===== src/rtl/interrupt_controller_pkg.sv =====
// Shared definitions for the interrupt flag/enable controller: channel numbers,
// default register addresses, vector layout and the request state encoding.
package gb_int_pkg;

    localparam int unsigned INT_VBLANK = 0;
    localparam int unsigned INT_STAT   = 1;
    localparam int unsigned INT_TIMER  = 2;
    localparam int unsigned INT_SERIAL = 3;
    localparam int unsigned INT_JOYPAD = 4;

    localparam logic [15:0] ADDR_IF_DEFAULT       = 16'hFF0F;
    localparam logic [15:0] ADDR_IE_DEFAULT       = 16'hFFFF;
    localparam logic [15:0] VECTOR_BASE_DEFAULT   = 16'h0040;
    localparam int unsigned VECTOR_STRIDE_DEFAULT = 8;

    typedef enum logic {
        ST_IDLE,
        ST_REQUEST
    } int_state_t;

    // Vector address arithmetic wraps at 16 bits.
    function automatic logic [15:0] vector_addr(input logic [15:0] base,
                                                input int unsigned stride,
                                                input logic [2:0]  idx);
        return 16'(32'(base) + stride * 32'(idx));
    endfunction

endpackage


===== src/rtl/interrupt_controller_priority_encoder.sv =====
// Fixed-priority encoder: reports the lowest set bit among the first NUM_INT
// masked flags.
module int_priority_encoder #(
    parameter int unsigned NUM_INT = 5
) (
    input  logic [7:0] flags,
    output logic [2:0] index,
    output logic       valid
);

    // Bits at or above NUM_INT are never candidates; folded here only so the
    // full bus width is consumed.
    logic unused_flags;
    assign unused_flags = ^flags;

    always_comb begin
        index = '0;
        valid = 1'b0;
        for (int unsigned i = 0; i < NUM_INT; i++) begin
            if (!valid && flags[i]) begin
                valid = 1'b1;
                index = 3'(i);
            end
        end
    end

endmodule


===== src/rtl/interrupt_controller.sv =====
// NUM_INT-channel interrupt controller: edge-captured IF flags, IE enables,
// fixed-priority arbitration and a registered request/acknowledge to the CPU.
module interrupt_controller #(
    parameter int unsigned NUM_INT       = 5,
    parameter logic [15:0] ADDR_IF       = gb_int_pkg::ADDR_IF_DEFAULT,
    parameter logic [15:0] ADDR_IE       = gb_int_pkg::ADDR_IE_DEFAULT,
    parameter logic [15:0] VECTOR_BASE   = gb_int_pkg::VECTOR_BASE_DEFAULT,
    parameter int unsigned VECTOR_STRIDE = gb_int_pkg::VECTOR_STRIDE_DEFAULT
) (
    input  logic               clk4_2,
    input  logic               reset_n,
    input  logic               write,
    input  logic [15:0]        address_bus_offset,
    input  logic [7:0]         data_in,
    input  logic [NUM_INT-1:0] int_sig,
    input  logic               IME,
    input  logic               int_ack,
    output logic [7:0]         IF,
    output logic [7:0]         IE,
    output logic               int_pending,
    output logic               int_req,
    output logic [15:0]        int_vector,
    output logic [2:0]         int_index
);

    import gb_int_pkg::*;

    int_state_t         state;
    logic [NUM_INT-1:0] sig_d;
    logic [NUM_INT-1:0] edge_det;
    logic [NUM_INT-1:0] if_flags;
    logic [NUM_INT-1:0] if_next;
    logic [7:0]         ie_reg;
    logic [7:0]         if_ext;
    logic [7:0]         masked;
    logic [2:0]         cand;
    logic               cand_valid;
    logic               wr_if;
    logic               wr_ie;
    logic               cur_flag;
    logic               cur_en;

    assign wr_if    = write && (address_bus_offset == ADDR_IF);
    assign wr_ie    = write && (address_bus_offset == ADDR_IE);
    assign edge_det = int_sig & ~sig_d;

    always_comb begin
        if_ext                = '0;
        if_ext[NUM_INT-1:0]   = if_flags;
        IF                    = '1;
        IF[NUM_INT-1:0]       = if_flags;
    end

    assign IE          = ie_reg;
    assign masked      = if_ext & ie_reg;
    assign int_pending = |masked;
    assign cur_flag    = if_ext[int_index];
    assign cur_en      = ie_reg[int_index];

    int_priority_encoder #(
        .NUM_INT (NUM_INT)
    ) u_prio (
        .flags (masked),
        .index (cand),
        .valid (cand_valid)
    );

    // Bus load, then ack clear, then hardware edge: later steps override.
    always_comb begin
        if_next = if_flags;
        if (wr_if) begin
            if_next = data_in[NUM_INT-1:0];
        end
        for (int unsigned i = 0; i < NUM_INT; i++) begin
            if (state == ST_REQUEST && int_ack && 3'(i) == int_index) begin
                if_next[i] = 1'b0;
            end
        end
        if_next = if_next | edge_det;
    end

    always_ff @(posedge clk4_2 or negedge reset_n) begin
        if (!reset_n) begin
            sig_d    <= '0;
            if_flags <= '0;
            ie_reg   <= '0;
        end else begin
            sig_d    <= int_sig;
            if_flags <= if_next;
            if (wr_ie) begin
                ie_reg <= data_in;
            end
        end
    end

    // Cancel is judged on the registered IF/IE/IME, so a bus clear of the
    // serviced flag drops the request one edge after the write lands.
    always_ff @(posedge clk4_2 or negedge reset_n) begin
        if (!reset_n) begin
            state      <= ST_IDLE;
            int_req    <= 1'b0;
            int_vector <= '0;
            int_index  <= '0;
        end else begin
            case (state)
                ST_IDLE: begin
                    if (IME && cand_valid) begin
                        state      <= ST_REQUEST;
                        int_req    <= 1'b1;
                        int_index  <= cand;
                        int_vector <= vector_addr(VECTOR_BASE, VECTOR_STRIDE, cand);
                    end
                end
                ST_REQUEST: begin
                    if (int_ack || !IME || !cur_flag || !cur_en) begin
                        state   <= ST_IDLE;
                        int_req <= 1'b0;
                    end
                end
                default: begin
                    state   <= ST_IDLE;
                    int_req <= 1'b0;
                end
            endcase
        end
    end

endmodule


===== config.mk =====
export PLATFORM = sky130hd
export DESIGN_NAME = interrupt_controller
export DESIGN_NICKNAME = d
export VERILOG_FILES = /design/src/rtl/interrupt_controller_pkg.sv /design/src/rtl/interrupt_controller_priority_encoder.sv /design/src/rtl/interrupt_controller.sv
export SDC_FILE = /design/constraint.sdc
export NUM_CORES = 1
export LEC_CHECK = 0
export ABC_AREA = 0
export CORE_ASPECT_RATIO = 1.5
export CORE_MARGIN = 10
export CORE_UTILIZATION = 43
export DETAILED_ROUTE_END_ITERATION = 10
export PLACE_DENSITY = 0.95
export SLEW_MARGIN = 20
export SYNTH_ARGS = -nofsm -noshare
export SYNTH_HDL_FRONTEND = slang
export SYNTH_HIERARCHICAL = 1
export SYNTH_SLANG_ARGS = --single-unit

===== constraint.sdc =====
create_clock -name clk4_2 -period 3 [get_ports clk4_2]
set_input_delay 0.45 -clock clk4_2 [delete_from_list [all_inputs] [get_ports clk4_2]]
set_output_delay 0.45 -clock clk4_2 [all_outputs]
set_load 0.02 [all_outputs]

; ---- Yosys cells after proc, flatten, opt, wreduce, memory -nomap -nowiden
; Cells that the tools add are included.
[totals]
ff_bits = 39
wordCells = 74
[op_classes]
n_addsub = 1
order_cmp = 1
n_eq_ne = 8
n_mux = 25
n_bitwise = 5
reduce_logical = 27
[ops]
columns = cell, n
row1 = 16-bit equality test (second input constant), 2
row2 = 1-bit 2-to-1 mux, 17
row3 = 1-bit logical AND, 13
row4 = 7-bit by 6-bit adder with 8-bit output (first input constant), 1
row5 = 5-bit by 8-bit bitwise AND with 8-bit output, 1
row6 = 8-bit OR reduction, 1
row7 = 1-bit logical NOT, 7
row8 = 1-bit binary-select mux with 3-bit select, 2
row9 = 2-bit by 3-bit equality test with 1-bit output (first input constant), 2
row10 = 5-bit bitwise AND, 1
row11 = 5-bit 2-to-1 mux, 1
row12 = 5-bit NOT, 1
row13 = 5-bit bitwise OR, 1
row14 = 3-bit by 4-bit < comparator with 1-bit output (second input constant), 1
row15 = 2-bit 2-to-1 mux, 2
row16 = 1-bit case mux with 2 select lines, 2
row17 = 2-bit AND reduction, 2
row18 = 1-bit by 3-bit equality test with 1-bit output (first input constant), 1
row19 = 3-bit equality test (first input constant), 1
row20 = 3-bit logical NOT, 1
row21 = 1-bit logical OR, 3
row22 = 3-bit 2-to-1 mux, 1
row23 = 2-bit by 1-bit inequality test with 1-bit output (second input constant), 1
row24 = 2-bit inequality test (second input constant), 1
row25 = 1-bit NOT, 1

; ---- Logic depth before layout (Yosys ltp)
; Gate-level depths: netlist (run 1).
[depth]
word_depth = 17
ltp_mapped = 8
ltp_nobuf = 7

; ---- Hierarchy
; Netlist (run 1), hierarchy kept.
[by_module_without_submodules]
columns = module, instances, cells_each, area_per_inst_um2
row1 = interrupt_controller, 1, 132, 1341.3
row2 = int_priority_encoder, 1, 8, 48.8

; ---- Worst setup path after synthesis (run 1)
; Ideal clock, no wire load.
[synth_timing]
path_type = input to register
start = input address_bus_offset[3]
end = register ie_reg[0], in the netlist IE[0]
arrival_ns = 1.673
required_time_ns = 2.875
slack_ns = 1.202
stages = 5
path_cell_list = nand4_1 -> or4_4 -> buf_6 -> nor2_8 -> mux2_2
[synth_between]
elab_chain_len = 2
[synth_rtl]
columns = item, line
row1 = "start, declared", interrupt_controller.sv:13  ; input logic [15:0] address_bus_offset,
row2 = 16-bit equality test, interrupt_controller.sv:44  ; assign wr_ie = write && (address_bus_offset == ADDR_IE);
row3 = 1-bit logical AND, interrupt_controller.sv:44
row4 = "end signal, assigned", interrupt_controller.sv:91  ; ie_reg <= data_in;
row5 = "end, declared", interrupt_controller.sv:33  ; logic [7:0] ie_reg;
; No other way between the ends.
; A chain may end at the register's enable or synchronous reset.

; ---- Worst setup path after layout (run 1)
[layout_timing]
start = register if_flags[3]
end = output int_pending
[layout_between]
elab_chain_len = 2
[layout_rtl]
columns = item, line
row1 = "start, declared", interrupt_controller.sv:31  ; logic [NUM_INT-1:0] if_flags;
row2 = "start signal, assigned", interrupt_controller.sv:89  ; if_flags <= if_next;
row3 = 5-bit by 8-bit bitwise AND with 8-bit output, interrupt_controller.sv:55  ; assign masked = if_ext & ie_reg;
row4 = named net masked[3], interrupt_controller.sv:35  ; logic [7:0] masked;
row5 = 8-bit OR reduction, interrupt_controller.sv:56  ; assign int_pending = |masked;
row6 = "end, declared", interrupt_controller.sv:20  ; output logic int_pending,
; The timed path passes the listed nets, and every way through them passes these cells.

==> results of run 1 <==
[power groups by stage]
stage	Sequential, mW	Clock, mW	Combinational, mW
floorplan	0.337	0	0.0427
global placement	0.337	0	0.0876
detailed placement	0.337	0	0.0891
CTS	0.330	0.225	0.0895
global route	0.331	0.236	0.0974
finish	0.330	0.222	0.0896
[worst paths after layout]
path / start / to / slack, ns / depth (start not counted)
setup / recovery: if_flags[3] / int_pending / 0.79 / 4
min in group asynchronous: reset_n / int_index[0] / 0.54 / 2
hold reg to reg: int_vector[6] / int_vector[6] / 0.48 / 1
hold / removal: int_vector[6] / int_vector[6] / 0.48 / 1
max in group asynchronous: reset_n / int_vector[6] / 2.22 / 2
setup reg to reg: if_flags[1] / int_req / 1.32 / 6
[critical path: stages (launching register included)]
cell and delay, ns:
dfrtp_1 0.43, and2_1 0.22, nor3_1 0.19, nand3_1 0.10, clkdlybuf4s50_1 0.55
[metrics by stage]
| step | utilization | area (µm²) | worst slack, ns | hold slack, ns |
|---|---|---|---|---|
| 5_1_grt | 0.6240 | 1952 | 0.6986 | 0.5205 |
| 3_5_place_dp | 0.6064 | 1897 | 0.6573 | 0.4690 |
| 6_report | 0.6240 | 1952 | 0.7917 | 0.4764 |
| 4_1_cts | 0.6240 | 1952 | 0.7909 | 0.4928 |
| 2_1_floorplan | - | 1439 | 1.202 | 0.1544 |
| 3_3_place_gp | 0.6064 | 1897 | 0.7082 | 0.4501 |
[routing by layer]
metal	GRT usage	vias up
met5	0	-
met4	0.04398	0
met3	0.04720	4
met2	0.2236	53
met1	0.1289	581
li1	-	569
[cell usage in the layout, fill, tap and decap left out, drive strengths merged, types with 3 or more instances in the layout]
cell / instances
and2: 4
o211ai: 6
nand2b: 5
nand4: 4
inv: 9
clkdlybuf4s50: 55
clkbuf: 4
o21ai: 5
mux2: 10
nand2: 11
nand3: 12
conb: 15
nor2: 3
dfrtp: 24
[state kept, by name (all words and copies together), names as in the netlist]
name / flops
sig_d: 5
int_index: 2
int_vector: 2
if_flags: 5
int_req: 1
state: 1
IE: 8
[layout make-up]
cell class,instances,area share
Inverter,9,0.01731
Multi-Input combinational cell,98,0.3314
Sequential cell,24,0.3077
Clock buffer,4,0.02821
Tap cell,40,0.02564
Timing Repair Buffer,57,0.2897
[kinds of logic after synthesis]
logic type	Yosys count	synth area share
buf+inv	31	0.1377
compound gates	20	0.1053
flops	24	0.4320
mux	10	0.08101
simple gates	53	0.2385
other cells	2	0.005403
==> summary.md, run 1 <==
| Metric | Value |
|---|---|
| Cell with the most instances after synthesis | `dfrtp_1` |
| Post-CTS setup buffer count | `0` |
| Area grow syn2layout | `40.41%` |
| Sequential area share after synthesis | `0.4320` |
| Outcome | `complete, no violations` |
| Initial DRT Pass Iterations | `4` |
| # clock sinks | `24` |
| Syn Std Cell Area | `0.001390 mm²` |
| Worst path required time | `2.55 ns` |
| Total I/O pin count | `between 70 and 80` |
| Detailed-placement wirelength estimate | `around 3 mm` |
| Number of buffers on the longest clock path | `2` |
| Footprint of the multi-input gates | `646.9 µm²` |
| H-tree depth reported by CTS | `1` |
| Clock buffer count from CTS | `3` |
| DIE WIDTH | `66.43 µm` |
| Placer's final routability congestion estimate | `0.7987` |
| Predominant post-synthesis flop cell | `dfrtp_1` |
| Footprint of the flip-flops and latches | `~600 µm²` |
| Count of warnings emitted by yosys | `6` |
| Leading post-synthesis cells by cell area | `dfrtp_1 43%, buf_4 9.7%, mux2_2 8.1%` |
| Total negative setup slack | `0 ns` |
| DR WL met3 | `376 µm` |
| Static leakage | `just under 0.9 nW` |
| List of most frequent post-synthesis cells | `24 x dfrtp_1, 18 x buf_4, 12 x nand3_1` |
| Total of cells resized after clock tree synthesis | `0` |
| CP max FO | `5` |
| Yosys reg bits | `24` |
| Clock latency on the worst-skew pair | `0.27 ns` |
| TritonCTS clock tree | `done` |
| Remaining Overflow, GRT | `0` |
| Total of fill cells in the finished design | `277` |
| Share of the synthesized area in the top cell type | `0.4320` |
| Path category of the worst min-delay check | `register to register` |
| Antenna violations before repair | `0` |
| Clock root buffer | `clkbuf_8` |
| Drt total wl | `3.654 mm` |
| Crit path capture type | `output port` |
| Pwr Density | `~330 mW/mm²` |
| DIE AREA | `slightly below 0.006 mm²` |
| Number of I/O port buffers | `55` |
| DIE HEIGHT | `~90 µm` |
| Clk pwr share | `0.346` |
| Tot GR Track Use | `0.1250` |
| # hold bufs at CTS | `0` |
| Final Hold Violating Endpoints | `0` |
| Max-cap violations | `0` |
| Final #Nets | `around 230` |
| Number of failing setup endpoints in the final timing report | `0` |
| Pins Over Slew Limit | `0` |
| Core outline area | `0.003128 mm²` |
| Metal1 wirelength | `roughly 1.4 mm` |
| Type of the worst setup path | `register to output port` |
| WL met2 | `between 1.5 and 2 mm` |
| Internal power | `between 0.4 and 0.5 mW` |
| Leading area contributor after synthesis | `dfrtp_1` |
| Net Switching | `between 0.1 and 0.15 mW` |
| Initial core utilization | `0.4444` |
| Drt first-iter violations | `a little under 90` |
| Fraction of registers with async set/reset | `1.000` |
| Cells after DPL | `228` |
| Design Power | `roughly 0.64 mW` |
| Reg clk slew, reported paths | `0.09 ns` |
| Vias in the first global route | `1289` |
| Fmax achieved | `0.4528 GHz` |
| Global-route wire length before repair | `5.885 mm` |
| Post-route clock skew | `approximately 0.0034 ns` |
| Worst supply voltage drop on vdd | `0.2142 mV` |
| Post-DR wirelength/cell | `between 15 and 20 µm` |
| Share of power burned in combinational logic | `0.140` |
| Number of standard cells after synthesis | `140` |
| Count of antenna-violating nets left after detailed routing | `0` |
| Pin count of the biggest net entering global routing | `25` |
| Highest metal layer with signal wires | `met4` |
| DRC violation count after routing | `0` |
| Average instance area after synthesis | `roughly 9.9 µm²` |
| Period minus WS final | `between 2 and 2.5 ns` |
| Detailed-route vias per instance | `5.203` |
| DR vias | `between 1000 and 1500` |
| Number of enable-type register cells in the synthesized netlist | `0` |
| Number of library cell types mapped by synthesis | `33` |
| Final worst path period share | `0.7361` |
| Relative contribution of sequential cells to total power | `0.515` |
| Floorplan row count | `25` |
| Sw Share | `0.2326` |
| Sort of element at the start of the critical path | `register` |
| Layout Cells excl Fill | `around 230` |
| Worst EP arrival | `1.76 ns` |
| Unrepaired setup endpoints after global routing | `false` |
| Layout cells sized above 1 | `0.1250` |
| Ant. Diodes | `0` |
No activity file was read; power rests on OpenSTA's default activity.
==> run 2: changes to the inputs <==
Settings changed: CORE_UTILIZATION 43 to 40, PLACE_DENSITY 0.95 to 0.91.
Clock period 3 ns to 2.3 ns, I/O delays scaled along.
==> run 2 against run 1 <==
Combinational power is 31% higher. Largest cell class unchanged. First-iteration DRC count is 2.3% lower. Die area is 5.5% higher. Critical endpoint unchanged. Hold slack worse by 0.044 ns. Sequential share of layout area is 0.29 points lower. Largest power group unchanged. Critical path type unchanged. Via count is 0.58% higher. Cell count is 0.86% higher. Sequential power is 31% higher.
==> summary.md, run 2 (synthesis gave the netlist of run 1 again) <==
| Metric | Value |
|---|---|
| Outcome | `complete, no violations` |
| Initial core utilization | `0.4109` |
| Static leakage | `~0.88 nW` |
| DR vias | `1214` |
| Final worst path period share | `0.9424` |
| Count of buffering cells on the critical path with inverters included | `1` |
| R2r setup slk | `around 0.63 ns` |
| Share of power burned in combinational logic | `0.127` |
| CP max stage cell | `clkdlybuf4s50_1` |
| Internal power | `0.7220 mW` |
| Critical register-to-register path startpoint | `if_flags[1]` |
| Final Hold Violating Endpoints | `0` |
| H-tree depth reported by CTS | `1` |
| Crit path capture type | `output port` |
| DIE HEIGHT | `between 90 and 100 µm` |
| Post-CTS setup buffer count | `0` |
| Count of antenna-violating nets left after detailed routing | `0` |
| Highest-count cells in the layout ignoring fill and taps | `55 x clkdlybuf4s50_1, 24 x dfrtp_1, 15 x conb_1` |
| Area grow syn2layout | `41.76%` |
| # clock sinks | `24` |
| Fin util | `0.5825` |
| Pwr Density | `around 470 mW/mm²` |
| # hold bufs at CTS | `0` |
| Footprint of the multi-input gates | `approximately 650 µm²` |
| Worst supply voltage drop on vdd | `between 0.2 and 0.3 mV` |
| Family of cells with the greatest summed delay on the critical path | `simple AND/OR/NAND/NOR gates` |
| Floorplan row count | `26` |
| Core outline area | `0.003383 mm²` |
| CP Cell Sequence | `and2_1, nor3_1, nand3_1, clkdlybuf4s50_1` |
| Pin count of the biggest net entering global routing | `25` |
| Number of buffers on the longest clock path | `2` |
| Footprint of the flip-flops and latches | `~600 µm²` |
| Antenna violations before repair | `0` |
| CP max FO | `5` |
| Ant. Diodes | `0` |
| Number of failing setup endpoints in the final timing report | `0` |
| Detailed-route vias per instance | `5.188` |
| Worst hold margin | `~0.43 ns` |
| Worst EP arrival | `between 1.5 and 2 ns` |
| DIE AREA | `approximately 0.0063 mm²` |
| Layout cells sized above 1 | `0.1250` |
| Max stage delay on crit path | `0.55 ns` |
| Drt first-iter violations | `85` |
| Clock latency on the worst-skew pair | `0.27 ns` |
| Post-route clock skew | `around 0.0015 ns` |
| Reg clk slew, reported paths | `roughly 0.080 ns` |
| Sw Share | `0.2141` |
| Detailed-placement wirelength estimate | `approximately 3 mm` |
| Cells on worst reg2reg path | `6` |
| Tot GR Track Use | `0.1231` |
| Sort of element at the start of the critical path | `register` |
| Drt total wl | `between 3 and 4 mm` |
| Design Power | `between 0.9 and 1 mW` |
| Worst path required time | `just under 2 ns` |
| Remaining Overflow, GRT | `0` |
| Relative contribution of sequential cells to total power | `0.469` |
| Clock buffer count from CTS | `3` |
| Clock root buffer | `clkbuf_8` |
| Endpoint of the worst register-to-register path | `int_req` |
| DRC violation count after routing | `0` |
| TritonCTS clock tree | `done` |
| Number of flip-flops in the largest register | `8` |
| DIE WIDTH | `68.14 µm` |
| Type of the worst setup path | `register to output port` |
| Placer's final routability congestion estimate | `0.7860` |
| Total of fill cells in the finished design | `between 300 and 400` |
| Pins Over Slew Limit | `0` |
| Net Switching | `roughly 0.20 mW` |
| Final #Nets | `227` |
| Path category of the worst min-delay check | `input pin to asynchronous set/reset pin` |
| Total of cells resized after clock tree synthesis | `0` |
| Total I/O pin count | `71` |
| Initial DRT Pass Iterations | `4` |
| Area after detailed placement | `around 0.0019 mm²` |
| Post-DR wirelength/cell | `15.83 µm` |
| Summed area of non-filler cells in the final layout | `approximately 0.0020 mm²` |
| Vias in the first global route | `1322` |
| Max-cap violations | `0` |
| Number of I/O port buffers | `55` |
| Most frequent standard cell in the layout excluding fill and tap cells | `clkdlybuf4s50_1` |
| Period minus WS final | `2.168 ns` |
| Global-route wire length before repair | `between 6 and 7 mm` |
| Unrepaired setup endpoints after global routing | `false` |
| Total negative setup slack | `0 ns` |
| Fmax achieved | `0.4614 GHz` |
| Clk pwr share | `0.404` |
-- run 2: changes by cell type in the layout (fill, tap and decap cells not counted), sizes merged --
cell and delta:
bufinv +1, clkbuf -1
-- run 2: how the worst max path moves through the flow --
stage	start	to	slack [ns]	cells past startpoint
3_3_place_gp	address_bus_offset[3]	IE[4]	0.13	5
5_1_grt	if_flags[3]	int_pending	0.002	4
2_1_floorplan	address_bus_offset[3]	IE[0]	0.61	5
3_5_place_dp	address_bus_offset[3]	IE[6]	0.07	5
4_1_cts	if_flags[3]	int_pending	0.13	4
6_report	if_flags[3]	int_pending	0.13	4
-- run 2: routing by layer --
layer,share of wire,up-vias,track usage
li1,-,573,-
met1,0.36,579,0.1353
met2,0.52,55,0.2095
met3,0.10,7,0.04629
met4,0.015,0,0.03704
met5,0,-,0
-- run 2: power by group through the flow --
stage / logic [mW] / clock network (mW) / registers (mW)
floorplan: 0.0557 / 0 / 0.440
global placement: 0.115 / 0 / 0.439
detailed placement: 0.116 / 0 / 0.439
CTS: 0.117 / 0.379 / 0.431
global route: 0.127 / 0.401 / 0.432
finish: 0.117 / 0.371 / 0.431
-- run 2: cell type report --
cell class              count  share of cell area
inverters                   9             0.01714
flip-flops and latches     24              0.3048
clock buffers               3             0.02095
repair buffers             57              0.2870
multi-input cells          98              0.3283
well taps                  42             0.02667
clock inverters             1             0.01524
-- run 2: metrics by stage --
stage          std cells  setup slack (ns)
6_report             234            0.1324
3_3_place_gp         230            0.1252
5_1_grt              234          0.001913
4_1_cts              234            0.1267
2_1_floorplan        153            0.6069
3_5_place_dp         230           0.07402
